==> config.mk <==
export PLATFORM = sky130hd
export DESIGN_NAME = router_dest_reader
export DESIGN_NICKNAME = d
export VERILOG_FILES = /design/src/rtl/router_pkg.sv /design/src/rtl/router_parity_acc.sv /design/src/rtl/router_dest_reader.sv
export SDC_FILE = /design/constraint.sdc
export NUM_CORES = 1
export LEC_CHECK = 0
export ABC_AREA = 1
export ABC_CLOCK_PERIOD_IN_PS = 3000
export BUFFER_PORTS_ARGS = -buffer_cell sky130_fd_sc_hd__buf_2
export CORE_MARGIN = 10
export CORE_UTILIZATION = 55
export CTS_BUF_LIST = sky130_fd_sc_hd__clkbuf_8 sky130_fd_sc_hd__clkbuf_16
export CTS_CLUSTER_SIZE = 25
export DETAILED_ROUTE_END_ITERATION = 7
export PLACE_DENSITY = 0.78
export SLEW_MARGIN = 10
export SYNTH_ARGS = -nofsm -noshare
export SYNTH_HDL_FRONTEND = slang
export SYNTH_SLANG_ARGS = --single-unit
==> constraint.sdc <==
create_clock -name clk -period 3 [get_ports clk]
set_input_delay 0.6 -clock clk [delete_from_list [all_inputs] [get_ports clk]]
set_output_delay 0.6 -clock clk [all_outputs]
set_load 0.005 [all_outputs]
==> src/rtl/router_pkg.sv <==
// Shared definitions for the router: header field layout, size limits and the
// destination-reader state encoding.
package router_pkg;

    localparam int DATA_W          = 8;
    localparam int LEN_MSB         = 7;
    localparam int LEN_LSB         = 2;
    localparam int ADDR_W          = 2;
    localparam int MAX_PAYLOAD     = 63;
    localparam int SFT_RST_TIMEOUT = 30;
    localparam int LEN_W           = $clog2(MAX_PAYLOAD + 1);
    localparam int DCNT_W          = $clog2(SFT_RST_TIMEOUT);

    typedef enum logic [2:0] {
        RD_IDLE = 3'd0,
        RD_WAIT = 3'd1,
        RD_HDR  = 3'd2,
        RD_HCAP = 3'd3,
        RD_PAY  = 3'd4,
        RD_PAR  = 3'd5,
        RD_CHK  = 3'd6,
        RD_DONE = 3'd7
    } rd_state_e;

    function automatic logic [LEN_W-1:0] hdr_len(input logic [DATA_W-1:0] hdr);
        return hdr[LEN_MSB:LEN_LSB];
    endfunction

    function automatic logic [ADDR_W-1:0] hdr_addr(input logic [DATA_W-1:0] hdr);
        return hdr[ADDR_W-1:0];
    endfunction

endpackage

==> src/rtl/router_parity_acc.sv <==
// Byte-wide XOR accumulator with clear, load and fold controls; shared by the
// source-side checker and the destination reader.
module router_parity_acc #(
    parameter int W = 8
) (
    input  logic         clk,
    input  logic         rst,
    input  logic         clr,
    input  logic         load,
    input  logic         xor_en,
    input  logic [W-1:0] din,
    output logic [W-1:0] acc
);

    logic [W-1:0] acc_r;

    // Accumulator register; clear beats load, load beats fold.
    always_ff @(posedge clk) begin
        if (rst || clr) begin
            acc_r <= {W{1'b0}};
        end else if (load) begin
            acc_r <= din;
        end else if (xor_en) begin
            acc_r <= acc_r ^ din;
        end
    end

    assign acc = acc_r;

endmodule

==> src/rtl/router_dest_reader.sv <==
// Destination-side packet reader: waits a fixed response delay after vld, then
// pulls header, payload and parity from the port FIFO and reports the result.
module router_dest_reader #(
    parameter int                          DATA_W     = router_pkg::DATA_W,
    parameter logic [router_pkg::ADDR_W-1:0] PORT_ID  = 2'd0,
    parameter int                          RESP_DELAY = 4
) (
    input  logic              clk,
    input  logic              rst,
    input  logic              vld,
    input  logic              sft_rst,
    input  logic              fifo_empty,
    input  logic [DATA_W-1:0] data_out,
    input  logic              hold,
    output logic              re,
    output logic              busy,
    output logic [DATA_W-1:0] byte_out,
    output logic              byte_vld,
    output logic [5:0]        pkt_len,
    output logic              pkt_done,
    output logic              parity_err,
    output logic              addr_err,
    output logic              pkt_drop
);

    import router_pkg::*;

    localparam logic [DCNT_W-1:0] DLY_LOAD = DCNT_W'(RESP_DELAY - 1);
    localparam logic [LEN_W-1:0]  REM_LAST = LEN_W'(1);

    rd_state_e         state_r, nxt_s;
    logic [DCNT_W-1:0] dcnt_r;
    logic [LEN_W-1:0]  rem_r;
    logic [ADDR_W-1:0] addr_r;
    logic              re_s, re_q_r, abort_s;
    logic              par_load_s, par_xor_s;
    logic [DATA_W-1:0] par_s;
    logic              busy_r, byte_vld_r, pkt_done_r, pkt_drop_r;
    logic              parity_err_r, addr_err_r;
    logic [DATA_W-1:0] byte_out_r;
    logic [LEN_W-1:0]  pkt_len_r;

    assign abort_s    = (state_r != RD_IDLE) && sft_rst;
    assign par_load_s = (state_r == RD_HCAP) && !abort_s;
    assign par_xor_s  = ((state_r == RD_PAY) || (state_r == RD_PAR)) && re_q_r && !abort_s;

    // FSM state register.
    always_ff @(posedge clk) begin
        if (rst) begin
            state_r <= RD_IDLE;
        end else begin
            state_r <= nxt_s;
        end
    end

    // Next-state logic; a soft reset outside IDLE always wins.
    always_comb begin
        nxt_s = state_r;
        if (abort_s) begin
            nxt_s = RD_IDLE;
        end else begin
            case (state_r)
                RD_IDLE: nxt_s = vld ? RD_WAIT : RD_IDLE;
                RD_WAIT: nxt_s = (dcnt_r == {DCNT_W{1'b0}}) ? RD_HDR : RD_WAIT;
                RD_HDR:  nxt_s = re_s ? RD_HCAP : RD_HDR;
                RD_HCAP: nxt_s = (hdr_len(data_out) == {LEN_W{1'b0}}) ? RD_PAR : RD_PAY;
                RD_PAY:  nxt_s = (re_s && (rem_r == REM_LAST)) ? RD_PAR : RD_PAY;
                RD_PAR:  nxt_s = re_s ? RD_CHK : RD_PAR;
                RD_CHK:  nxt_s = RD_DONE;
                RD_DONE: nxt_s = RD_IDLE;
                default: nxt_s = RD_IDLE;
            endcase
        end
    end

    // FIFO read enable; never read while the FIFO is being flushed.
    always_comb begin
        re_s = 1'b0;
        case (state_r)
            RD_HDR:  re_s = !fifo_empty;
            RD_PAY:  re_s = !hold && !fifo_empty;
            RD_PAR:  re_s = !fifo_empty;
            default: re_s = 1'b0;
        endcase
        if (sft_rst) begin
            re_s = 1'b0;
        end else begin
            re_s = re_s;
        end
    end

    router_parity_acc #(.W(DATA_W)) u_par (
        .clk    (clk),
        .rst    (rst),
        .clr    (abort_s),
        .load   (par_load_s),
        .xor_en (par_xor_s),
        .din    (data_out),
        .acc    (par_s)
    );

    // Counters, captured header fields and registered outputs.
    always_ff @(posedge clk) begin
        if (rst) begin
            dcnt_r       <= {DCNT_W{1'b0}};
            rem_r        <= {LEN_W{1'b0}};
            addr_r       <= {ADDR_W{1'b0}};
            re_q_r       <= 1'b0;
            busy_r       <= 1'b0;
            byte_out_r   <= {DATA_W{1'b0}};
            byte_vld_r   <= 1'b0;
            pkt_len_r    <= {LEN_W{1'b0}};
            pkt_done_r   <= 1'b0;
            parity_err_r <= 1'b0;
            addr_err_r   <= 1'b0;
            pkt_drop_r   <= 1'b0;
        end else begin
            re_q_r     <= re_s;
            byte_vld_r <= 1'b0;
            pkt_done_r <= 1'b0;
            pkt_drop_r <= 1'b0;
            busy_r     <= (nxt_s != RD_IDLE) && (nxt_s != RD_DONE);
            if (abort_s) begin
                pkt_drop_r <= 1'b1;
                dcnt_r     <= {DCNT_W{1'b0}};
            end else begin
                case (state_r)
                    RD_IDLE: if (vld) dcnt_r <= DLY_LOAD;
                    RD_WAIT: if (dcnt_r != {DCNT_W{1'b0}}) dcnt_r <= dcnt_r - DCNT_W'(1);
                    RD_HCAP: begin
                        pkt_len_r <= hdr_len(data_out);
                        rem_r     <= hdr_len(data_out);
                        addr_r    <= hdr_addr(data_out);
                    end
                    RD_PAY: begin
                        if (re_s) rem_r <= rem_r - REM_LAST;
                        if (re_q_r) begin
                            byte_out_r <= data_out;
                            byte_vld_r <= 1'b1;
                        end
                    end
                    // The last payload byte can still be in flight here.
                    RD_PAR: begin
                        if (re_q_r) begin
                            byte_out_r <= data_out;
                            byte_vld_r <= 1'b1;
                        end
                    end
                    RD_CHK: begin
                        parity_err_r <= (par_s != data_out);
                        addr_err_r   <= (addr_r != PORT_ID);
                        pkt_done_r   <= 1'b1;
                    end
                    default: ;
                endcase
            end
        end
    end

    assign re         = re_s;
    assign busy       = busy_r;
    assign byte_out   = byte_out_r;
    assign byte_vld   = byte_vld_r;
    assign pkt_len    = pkt_len_r;
    assign pkt_done   = pkt_done_r;
    assign parity_err = parity_err_r;
    assign addr_err   = addr_err_r;
    assign pkt_drop   = pkt_drop_r;

endmodule
### Yosys cells after proc, flatten, opt, wreduce, memory -nomap -nowiden

Cells that the tools add are included.

* word-level logic and storage cells: 83
* bits in registers: 45
* output and inout bits: 21

* reduce and logical (&&, ||, !) cells: 31
* muxes and demuxes: 20
* $add $sub $neg: 2
* equal/unequal tests: 13
* bitwise gates (word level): 3

Operators by type and width (count)
* case mux 3 bit (8 select lines): 1
* 2-to-1 mux 8 bit: 2
* equality test 3 bit (second input constant): 4
* case mux 6 bit (2 select lines): 1
* 2-to-1 mux 5 bit: 2
* case mux 5 bit (2 select lines): 1
* AND reduction 3 bit: 3
* 2-to-1 mux 1 bit: 8
* inequality test 8 bit: 1
* nonzero test 2 bit: 4
* XOR 8 bit: 1
* logical AND 1 bit: 7
* equality test 3 x 2 -> 1 bit (second input constant): 2
* equality test 6 x 1 -> 1 bit (second input constant): 1
* logical NOT 6 bit: 1
* 2-to-1 mux 6 bit: 1
* inequality test 2 bit (second input constant): 3
* nonzero test 3 bit: 2
* OR reduction 2 bit: 3
* subtractor 6 x 1 -> 6 bit (second input constant): 1
* logical NOT 5 bit: 1
* nonzero test 5 bit: 1
* subtractor 5 x 1 -> 5 bit (second input constant): 1
* 2-to-1 mux 2 bit: 2
* other kinds (10): 15

### Logic depth before layout (Yosys ltp)

Gate-level depths: netlist (run 1).

* depth in word-level cells: 10
* mapped depth: 13

### By module

From an unflattened synthesis (run 1), not the netlist that was laid out.

* cells, all modules: 334
* area total of the unflattened synthesis: 2274.7 sq um

By module, submodules not included
* router_dest_reader: cells an instance 257, area an instance 1791.7 sq um, instances 1, seq. area each 740.7 sq um
* router_parity_acc: cells an instance 77, area an instance 483.0 sq um, instances 1, seq. area each 160.2 sq um

### Least setup slack after synthesis (run 1)

No wires, ideal clock.

* kind: input to output
* start: in hold
* end: out re
* buffers on the path: 0
* slack: 1.482 ns
* stages: 5
* data arrival time: 0.918 ns
* path through: nand2_1 nand2_1 nand2_1 nand2_2 inv_2

* cells in the longest elaborated chain, start to end: 4

RTL lines
* start, declared: line router_dest_reader.sv:14 `input logic hold,`
* logical NOT 1 bit: line router_dest_reader.sv:81 `RD_PAY: re_s = !hold && !fifo_empty;`
* logical AND 1 bit: line router_dest_reader.sv:81
* case mux 1 bit (2 select lines): line router_dest_reader.sv:79 `case (state_r)`
* 2-to-1 mux 1 bit: line router_dest_reader.sv:85 `if (sft_rst) begin`
* end, declared: line router_dest_reader.sv:15 `output logic re,`

Every way passes these cells.

### Final worst setup path (run 1)

* start: reg state_r[2]
* end: out re

* cells in the longest elaborated chain, start to end: 4

RTL lines
* start, declared: line router_dest_reader.sv:31 `rd_state_e state_r, nxt_s;`
* start signal, assigned: line router_dest_reader.sv:52 `state_r <= nxt_s;`
* equality test 3 bit or equality test 3 x 2 -> 1 bit (tied branches): line router_dest_reader.sv:79
* OR reduction 2 bit (no source line)
* case mux 1 bit (2 select lines) *: line router_dest_reader.sv:79
* 2-to-1 mux 1 bit *: line router_dest_reader.sv:85

Mark *: on every way between the ends. The rest lies on a longest branch, timed or not.

==> results.ini, run 1 <==
[clock_tree]
cts.hold.buffers_added = 0
cts_htree_levels = 2
path_clk_slew_ps = 80
cts_tree = yes
cts_buffers = 5
root_buffer = clkbuf_8
clkLatencyLatePin_ps = 300
clkSinkCount = 45
cts_buffer_depth = 2
post_cts_resized = 0
cts_setup_buffers = 0

[timing]
relSlewSlack = 0.7024
hold_violations = 0
max_freq_mhz = 506.3
fin_crit_sh = 0.6584
setup_viol = 0
fin_skew_ps = 5.000
timing.hold.ws_ps = 466.5
min_period_ps = 1975
rsz0062_at_grt = no
postLayoutSetupSlackWorst_ps = 1025
final_max_slew_viol_count = 0
finalSetupTns_ps = 0
tightest_slew_ps = 445.1

[global_route]
grt_remaining_overflow = 0
grtUsageTotal = 0.1502
grt_pass1_vias = 1870
antenna_found_initial = 0
grt_max_degree = 23
grt_pass1_wl_mm = 8.059

[synth]
syn_inst = 299
synth_edf_count = 0
synthFlopType = dfxtp_1
ys_ff_latch = 45
netlist_area_um2 = 2116
async_flop_share = 0
synth_cell_type_count = 28
syn_avg_cell_area_um2 = 7.076
yosysWarnings = 0
synth_nets = 316
ys_seq_area_frac = 0.4258

[job]
maxCapViolations = 0

[cells_and_area]
fin_cells = 381
num_antenna_cells = 0
fin_nets = 349
final_core_util = 0.6482
area_growth_pct = 13.01
nFillCells = 358
fin_area_um2 = 2391
layout-drive-gt1-share = 0.1832

[critical_path]
worst_ep_arrival_time_ps = 1380
rr_endpoint = u_par.acc[0]
cp_max_fo = 9
startpoint_type = flip-flop
crit_end = re
ff2ff_path_depth = 7
r2r_slack_ps = 1230
cp.required_ps = 2400
end_kind = output port
r2r_start = state_r[0]
crit_start = state_r[2]
path_class = reg2out

[floorplanning]
coreArea_um2 = 3689
dieWidth_um = 82.03
io-pin-count = 35
die_area_um2 = 6728
rows = 22
die_height_um = 82.03
start_util = 0.5736

[worst_hold_path]
hold_path_class = reg2reg
min_from = pkt_len[0]

[route]
ant_nets = 0
vias_per_cell = 5.160
routedWlPerCell_um = 12.46
drt_wl_total_mm = 4.748
vias = 1966
drtPass1Iterations = 4
drcViolationCount = 0
dr.first_iter.drc_count = 110

[placed_design]
post-place-ws_ps = 1089
dp.final_hpwl_mm = 3.654
placed_area_um2 = 2303
io_buffer_count = 34
place_congestion = 0.8425
dp.cells = 373

[run_status]
status = finished clean

[pwr]
p_leak_nw = 1.082
powerDensity_nw_per_um2 = 608.5
totalPowerFinal_mw = 1.455
ir_drop_uv = 366.7

layout by cell type, fill, tap and decap left out, drive strengths merged:
master,count
ha,3
nand3,16
xnor2,5
dfxtp,45
o21bai,1
clkinv,1
clkbuf,5
inv,32
nand4,2
nor3,9
a21oi,18
nor3b,3
xor2,4
clkinvlp,2
buf,35
nor2,48
o21ai,28
a31oi,9
nand2,66
a21boi,1
state kept, by name (all words and copies together) (netlist names):
| name | cells |
|---|---|
| re_q_r | 1 |
| pkt_done | 1 |
| pkt_len | 6 |
| rem_r | 6 |
| busy | 1 |
| parity_err | 1 |
| state_r | 3 |
| pkt_drop | 1 |
| addr_err | 1 |
| byte_out | 8 |
| byte_vld | 1 |
| addr_r | 2 |
| u_par.acc | 8 |
| dcnt_r | 5 |
worst min path at each step:
stage	endpoint	slack [ps]	cells after the start
floorplan	addr_r[0]	440	2
global placement	addr_r[0]	460	2
detailed placement	pkt_len[0]	460	2
CTS	pkt_len[0]	470	2
global route	pkt_len[2]	490	2
finish	pkt_len[0]	470	2
cell usage after synthesis (all sizes together) (2+ instances only):
| master | count | area share |
|---|---|---|
| a21oi | 18 | 0.043 |
| a31oi | 9 | 0.027 |
| buf | 7 | 0.020 |
| clkbuf | 2 | 0.0035 |
| dfxtp | 45 | 0.43 |
| ha | 3 | 0.018 |
| inv | 31 | 0.055 |
| nand2 | 66 | 0.13 |
| nand3 | 16 | 0.040 |
| nand4 | 2 | 0.0059 |
| nor2 | 48 | 0.089 |
| nor3 | 9 | 0.021 |
| nor3b | 3 | 0.011 |
| o21ai | 28 | 0.066 |
| xnor2 | 5 | 0.021 |
| xor2 | 4 | 0.017 |
area by class of cell:
cell class                      instances  area, um^2  area share
Multi-Input combinational cell        213        1044      0.4364
Sequential cell                        45       900.9      0.3768
Inverter                               32       121.4     0.05076
Clock buffer                            5       68.82     0.02878
Clock inverter                          3       18.77    0.007849
Timing Repair Buffer                   35       177.7     0.07431
Tap cell                               48       60.06     0.02512
critical path, stage by stage, from the launching register on:
cell and delay [ps]:
dfxtp_1 350, inv_2 80, nor2_1 210, nand2_1 80, nand2_1 100, nand2_2 100, inv_2 60, buf_2 100
power by group:
group	switching [mW]	leakage (nW)	internal, mW
Combinational	0.256	0.677	0.146
Sequential	0.0360	0.364	0.652
Clock	0.205	0.0416	0.161
metal layers:
layer	up-vias	wire, um	track usage
met3	6	350	0.04913
met2	63	2165	0.2476
met5	-	0	0
met4	0	60	0.04932
met1	865	2171	0.1802
li1	1032	-	-
kinds of logic (layout without fill, tap and decap cells):
kind of cell / after synthesis / after routing / share of synthesized area
and+or+nand+nor: 144 / 144 / 0.2957
AOI/OAI and AO/OA: 57 / 57 / 0.1425
DFF: 45 / 45 / 0.4258
buffers and inverters: 41 / 75 / 0.08102
xor gates and xnor gates: 9 / 9 / 0.03725
adders and majority gates: 3 / 3 / 0.01774
No activity file was read; power rests on OpenSTA's default activity.
==> run 2: changes to the inputs <==
--- a/config.mk
+++ b/config.mk
@@ -6,14 +6,14 @@
 export NUM_CORES = 1
 export LEC_CHECK = 0
 export ABC_AREA = 1
-export ABC_CLOCK_PERIOD_IN_PS = 3000
+export ABC_CLOCK_PERIOD_IN_PS = 1700
 export BUFFER_PORTS_ARGS = -buffer_cell sky130_fd_sc_hd__buf_2
 export CORE_MARGIN = 10
-export CORE_UTILIZATION = 55
+export CORE_UTILIZATION = 50
 export CTS_BUF_LIST = sky130_fd_sc_hd__clkbuf_8 sky130_fd_sc_hd__clkbuf_16
 export CTS_CLUSTER_SIZE = 25
 export DETAILED_ROUTE_END_ITERATION = 7
-export PLACE_DENSITY = 0.78
+export PLACE_DENSITY = 0.75
 export SLEW_MARGIN = 10
 export SYNTH_ARGS = -nofsm -noshare
 export SYNTH_HDL_FRONTEND = slang
==> constraint.sdc (replaced) <==
create_clock -name clk -period 1.7 [get_ports clk]
set_input_delay 0.34 -clock clk [delete_from_list [all_inputs] [get_ports clk]]
set_output_delay 0.34 -clock clk [all_outputs]
set_load 0.005 [all_outputs]
==> run 2 against run 1 <==
  * Core utilization shrank 4.2 points
  * Largest power group unchanged
  * Worst setup slack lost 950 ps
  * Sequential share of layout area shrank 0.87 points
  * Register-to-register slack lost 1100 ps
  * Hold slack lost 150 ps
  * Clock-buffer cell count is the same
==> results.ini, run 2 (synthesized netlist as in run 1, its figures left out) <==
[critical_path]
cp_top_family = flip-flops
cp_max_fo = 6  ; -3
startpoint_type = flip-flop
end_kind = output port
cpMostUsedCell = nand2_2
worst_ep_arrival_time_ps = 1290  ; -90 ps
r2r_slack_ps = 140  ; -1090 ps
crit_buf_inv = 3  ; unchanged
critPathMaxStageDelay_ps = 370  ; +20 ps
path_class = reg2out
cp.required_ps = 1360  ; -1040 ps
cp_slowest_cell = dfxtp_4
path_cells = buf_4, nor2_4, nand2_1, nand2_2, nand2_2, inv_2, buf_2

[timing]
postLayoutSetupSlackWorst_ps = 71.58  ; -953.1 ps
final_max_slew_viol_count = 0  ; unchanged
max_freq_mhz = 614.1
min_period_ps = 1628
relSlewSlack = 0.8195  ; +0.1172
fin_skew_ps = 7.213  ; +2.213 ps
hold_violations = 0  ; unchanged
fin_crit_sh = 0.9579
tightest_slew_ps = 268.9  ; -176.2 ps
setup_viol = 0  ; unchanged

[cells_and_area]
fin_nets = 355  ; +1.7%
area_growth_pct = 16.32
num_antenna_cells = 0  ; unchanged
fin_area_um2 = 2461  ; +2.9%
final_cell_mix = 58 x nand2_1, 44 x nor2_1, 43 x dfxtp_1, 34 x buf_2, 24 x inv_1
mostFrequentLayoutCell = nand2_1
layout-drive-gt1-share = 0.2124  ; +0.02921

[route]
dr.first_iter.drc_count = 134  ; +22%
vias = 2027  ; +3.1%
routedWlPerCell_um = 13.15  ; +5.6%
ant_nets = 0  ; unchanged
drt_wl_total_mm = 5.117  ; +7.8%
drtPass1Iterations = 4  ; unchanged
drcViolationCount = 0  ; unchanged
vias_per_cell = 5.211  ; +0.98%

[pwr]
p_leak_nw = 1.111  ; +2.6%
ir_drop_uv = 437.4  ; +19%
totalPowerFinal_mw = 2.635  ; +81%
powerDensity_nw_per_um2 = 1071  ; +76%

[clock_tree]
clkSinkCount = 45  ; unchanged
path_clk_slew_ps = 90  ; about the same
cts_buffers = 5  ; unchanged
root_buffer = clkbuf_8
cts_htree_levels = 2  ; unchanged
clkLatencyLatePin_ps = 300  ; about the same
cts_tree = yes
cts_buffer_depth = 2  ; unchanged

[floorplanning]
io-pin-count = 35  ; unchanged
die_height_um = 85.05  ; +3.7%
rows = 23  ; +4.5%
die_area_um2 = 7234  ; +7.5%
dieWidth_um = 85.05  ; +3.7%
start_util = 0.5214  ; -0.05218
coreArea_um2 = 4058  ; +10%

[global_route]
grt_pass1_wl_mm = 8.604  ; +6.8%
antenna_found_initial = 0  ; unchanged
grt_pass1_vias = 1874  ; +0.21%
grt_remaining_overflow = 0  ; unchanged
grt_max_degree = 17  ; -26%
grtUsageTotal = 0.1414  ; -0.008789

[run_status]
status = finished clean

[job]
maxCapViolations = 0  ; unchanged

[placed_design]
post-place-ws_ps = 154.1  ; -935.2 ps
placed_area_um2 = 2336  ; +1.4%
io_buffer_count = 34  ; unchanged
dp.final_hpwl_mm = 3.770  ; +3.2%
place_congestion = 0.9019  ; +7.1%

[worst_hold_path]
hold_path_class = in2reg

==> run 2: metrics by stage <==
step / hold WS (ps) / TNS (ps) / util / std cells
after global placement: 454.2 / 0 / 0.5757 / 379
after floorplan: 444.7 / 0 / - / 299
after detailed placement: 456.9 / 0 / 0.5757 / 379
after CTS: 316.4 / 0 / 0.5994 / 387
final: 315.4 / 0 / 0.6065 / 389
after global routing: 342.2 / -10.00 / 0.6065 / 389
==> run 2: area by class of cell <==
type	count	area (um^2)
multi-input combinational	213	1061
timing repair buffer	41	222.7
clock buffer	5	68.82
fill	372	1597
clock inverter	3	18.77
inverter	32	121.4
sequential	45	905.9
tap	50	62.56
==> run 2: worst register-to-register path, stage by stage, from the launching register on <==
cell and delay (ps):
dfxtp_2 370, nor2_2 170, nand2_2 110, nand2_4 110
nand3_2 180, buf_4 250, o21ai_0 170, a31oi_1 60
nor2_1 90
==> run 2: what timing repair did <==
action,4_1_cts,5_1_grt
cloned,0,0
pin swaps,0,1
gates resized for setup,3,5
hold buffers,0,0
endpoints found under the setup margin,1,1
setup buffers,0,2
==> run 2: final timing paths <==
kind,start,to,depth (start not counted)
hold reg to reg,pkt_len[0],pkt_len[0],2
setup / recovery,state_r[1],re,7
setup reg to reg,state_r[0],u_par.acc[7],8
hold / removal,data_out[1],byte_out[1],3
==> run 2: per-layer routing <==
metal  track usage  part of all wire
met3       0.04876             0.078
met5             0                 0
met4       0.03144            0.0086
met2        0.2228              0.44
met1        0.1810              0.47
==> run 2: report_power, final <==
| part | internal, mW | switching, mW |
|---|---|---|
| clock network | 0.284 | 0.376 |
| registers | 1.16 | 0.0666 |
| logic | 0.276 | 0.476 |
==> run 3: changes to the inputs <==
--- a/config.mk
+++ b/config.mk
@@ -7,13 +7,13 @@
 export LEC_CHECK = 0
 export ABC_AREA = 1
 export ABC_CLOCK_PERIOD_IN_PS = 1700
-export BUFFER_PORTS_ARGS = -buffer_cell sky130_fd_sc_hd__buf_2
+export BUFFER_PORTS_ARGS = -buffer_cell sky130_fd_sc_hd__buf_4
 export CORE_MARGIN = 10
 export CORE_UTILIZATION = 50
 export CTS_BUF_LIST = sky130_fd_sc_hd__clkbuf_8 sky130_fd_sc_hd__clkbuf_16
 export CTS_CLUSTER_SIZE = 25
 export DETAILED_ROUTE_END_ITERATION = 7
-export PLACE_DENSITY = 0.75
+export PLACE_DENSITY_LB_ADDON = 0.05
 export SLEW_MARGIN = 10
 export SYNTH_ARGS = -nofsm -noshare
 export SYNTH_HDL_FRONTEND = slang
==> run 3 against run 2 <==
  * Clock-buffer cell count stayed put
  * Core utilization is 2.6 points higher
  * Design area is 4.3% higher
  * Largest cell class unchanged
  * Hold slack worse by 21 ps
  * Via count is 0.25% higher
  * Non-clock buffer count stayed put
  * Critical path type unchanged
  * Highest routed layer unchanged
  * Total power is 6.2% higher
  * Sequential share of layout area is 1.5 points lower
  * Sequential cell count stayed put
  * Wire length is 1.9% higher
  * Fmax is 1.9% higher
  * Die area stayed put
==> results.ini, run 3 (synthesized netlist as in run 1, its figures left out) <==
[global_route]
grt_pass1_wl_mm = 8.811  ; +2.4%
grt_pass1_vias = 1873  ; -0.053%
grtUsageTotal = 0.1435  ; +0.002093
grt_remaining_overflow = 0  ; unchanged
grt_max_degree = 17  ; unchanged
antenna_found_initial = 0  ; unchanged

[clock_tree]
root_buffer = clkbuf_8
post_cts_resized = 1  ; -2
cts_tree = yes
cts.hold.buffers_added = 0  ; unchanged
cts_buffers = 5  ; unchanged
path_clk_slew_ps = 90  ; about the same
clkSinkCount = 45  ; unchanged
cts_buffer_depth = 2  ; unchanged
clkLatencyLatePin_ps = 300  ; about the same
cts_setup_buffers = 0  ; unchanged
cts_htree_levels = 2  ; unchanged

[route]
drt_wl_total_mm = 5.213  ; +1.9%
vias = 2032  ; +0.25%
dr.first_iter.drc_count = 123  ; -8.2%
routedWlPerCell_um = 13.40  ; +1.9%
vias_per_cell = 5.224  ; +0.25%
ant_nets = 0  ; unchanged
drtPass1Iterations = 4  ; unchanged
drcViolationCount = 0  ; unchanged

[cells_and_area]
fin_nets = 355  ; unchanged
nFillCells = 403  ; +8.3%
num_antenna_cells = 0  ; unchanged
area_growth_pct = 21.35
multiInputGateArea_um2 = 1059  ; -0.24%
mostFrequentLayoutCell = nand2_1
layout-drive-gt1-share = 0.2153  ; +0.002950
final_cell_mix = 57 x nand2_1, 44 x nor2_1, 43 x dfxtp_1, 41 x buf_4, 24 x inv_1
layout.area.seq_um2 = 905.9  ; unchanged

[critical_path]
end_kind = output port
worst_ep_arrival_time_ps = 1260  ; -30 ps
startpoint_type = flip-flop
crit_start = state_r[1]
cp.required_ps = 1360  ; about the same
ff2ff_path_depth = 8  ; unchanged
r2r_start = state_r[0]
path_class = reg2out
cp_max_fo = 6  ; unchanged

[pwr]
p_leak_nw = 1.138  ; +2.4%
powerDensity_nw_per_um2 = 1090  ; +1.8%
ir_drop_uv = 501.8  ; +15%
totalPowerFinal_mw = 2.797  ; +6.2%

[floorplanning]
io-pin-count = 35  ; unchanged
die_height_um = 85.05  ; unchanged
die_area_um2 = 7234  ; unchanged
coreArea_um2 = 4058  ; unchanged
rows = 23  ; unchanged
dieWidth_um = 85.05  ; unchanged
start_util = 0.5214  ; unchanged

[timing]
fin_skew_ps = 5.792  ; -1.421 ps
final_max_slew_viol_count = 0  ; unchanged
rsz0062_at_grt = no
setup_viol = 0  ; unchanged
min_period_ps = 1599  ; -29.58 ps
relSlewSlack = 0.8172  ; -0.002297
tightest_slew_ps = 272.4  ; +3.422 ps
finalSetupTns_ps = 0  ; unchanged
max_freq_mhz = 625.5  ; +1.9%
fin_crit_sh = 0.9405  ; -0.01740
hold_violations = 0  ; unchanged

[job]
maxCapViolations = 0  ; unchanged

[placed_design]
place_congestion = 0.8497  ; -5.8%
io_buffer_count = 34  ; unchanged
dp.final_hpwl_mm = 3.936  ; +4.4%

[worst_hold_path]
hold_depth = 3  ; unchanged
hold_path_class = in2reg
min_from = data_out[1]

[run_status]
status = finished clean

## run 3: cell types whose count changed in the layout (fill, tap and decap cells not counted), sizes merged
cell      previous run  this run
bufinv               0         1
clkinv               1         2
clkinvlp             2         0
## run 3: path summary, 6_finish.rpt
kind | endpoint | slack (ps)
worst max-delay path | re | 100
worst min-delay path | byte_out[1] | 290
worst max register to register | u_par.acc[5] | 170
worst min register to register | pkt_len[3] | 470
## run 3: where the power goes
| part | internal, mW | total [mW] | switching (mW) |
|---|---|---|---|
| clock | 0.435 | 0.805 | 0.370 |
| combinational | 0.287 | 0.768 | 0.481 |
| sequential | 1.16 | 1.22 | 0.0676 |
## run 3: final cells by class
| cell class | count | area share |
|---|---|---|
| multi-input combinational | 213 | 0.4123 |
| sequential | 45 | 0.3528 |
| timing repair buffer | 41 | 0.1199 |
| inverter | 32 | 0.04727 |
| clock buffer | 5 | 0.02680 |
| tap | 50 | 0.02437 |
| clock inverter | 3 | 0.01657 |
## run 3: critical path, cell delays in order, from the launching register on
cell     delay [ps]
dfxtp_4         400
inv_2            60
nor2_2          110
nand2_2          80
nand2_2          70
nand2_2          80
inv_2            60
buf_4           100
## run 3: stage by stage
step / hold WS [ps] / std cells / worst slack [ps] / instance area, um^2 / util
after global routing: 331.0 / 389 / 9.355 / 2567 / 0.6327
after detailed placement: 463.1 / 381 / 159.8 / 2436 / 0.6004
after CTS: 299.8 / 389 / 23.59 / 2549 / 0.6281
final: 294.5 / 389 / 101.2 / 2567 / 0.6327
after floorplan: 444.7 / 299 / 391.8 / 2116 / -
after global placement: 456.2 / 381 / 178.4 / 2436 / 0.6004
## run 3: routing by layer
metal  wire (um)  vias to the layer above  global-route usage
met1        2499                      926              0.1887
met4          40                        0             0.03144
met2        2378                       51              0.2241
met5           0                        -                   0
li1            -                     1049                   -
met3         295                        6             0.04398
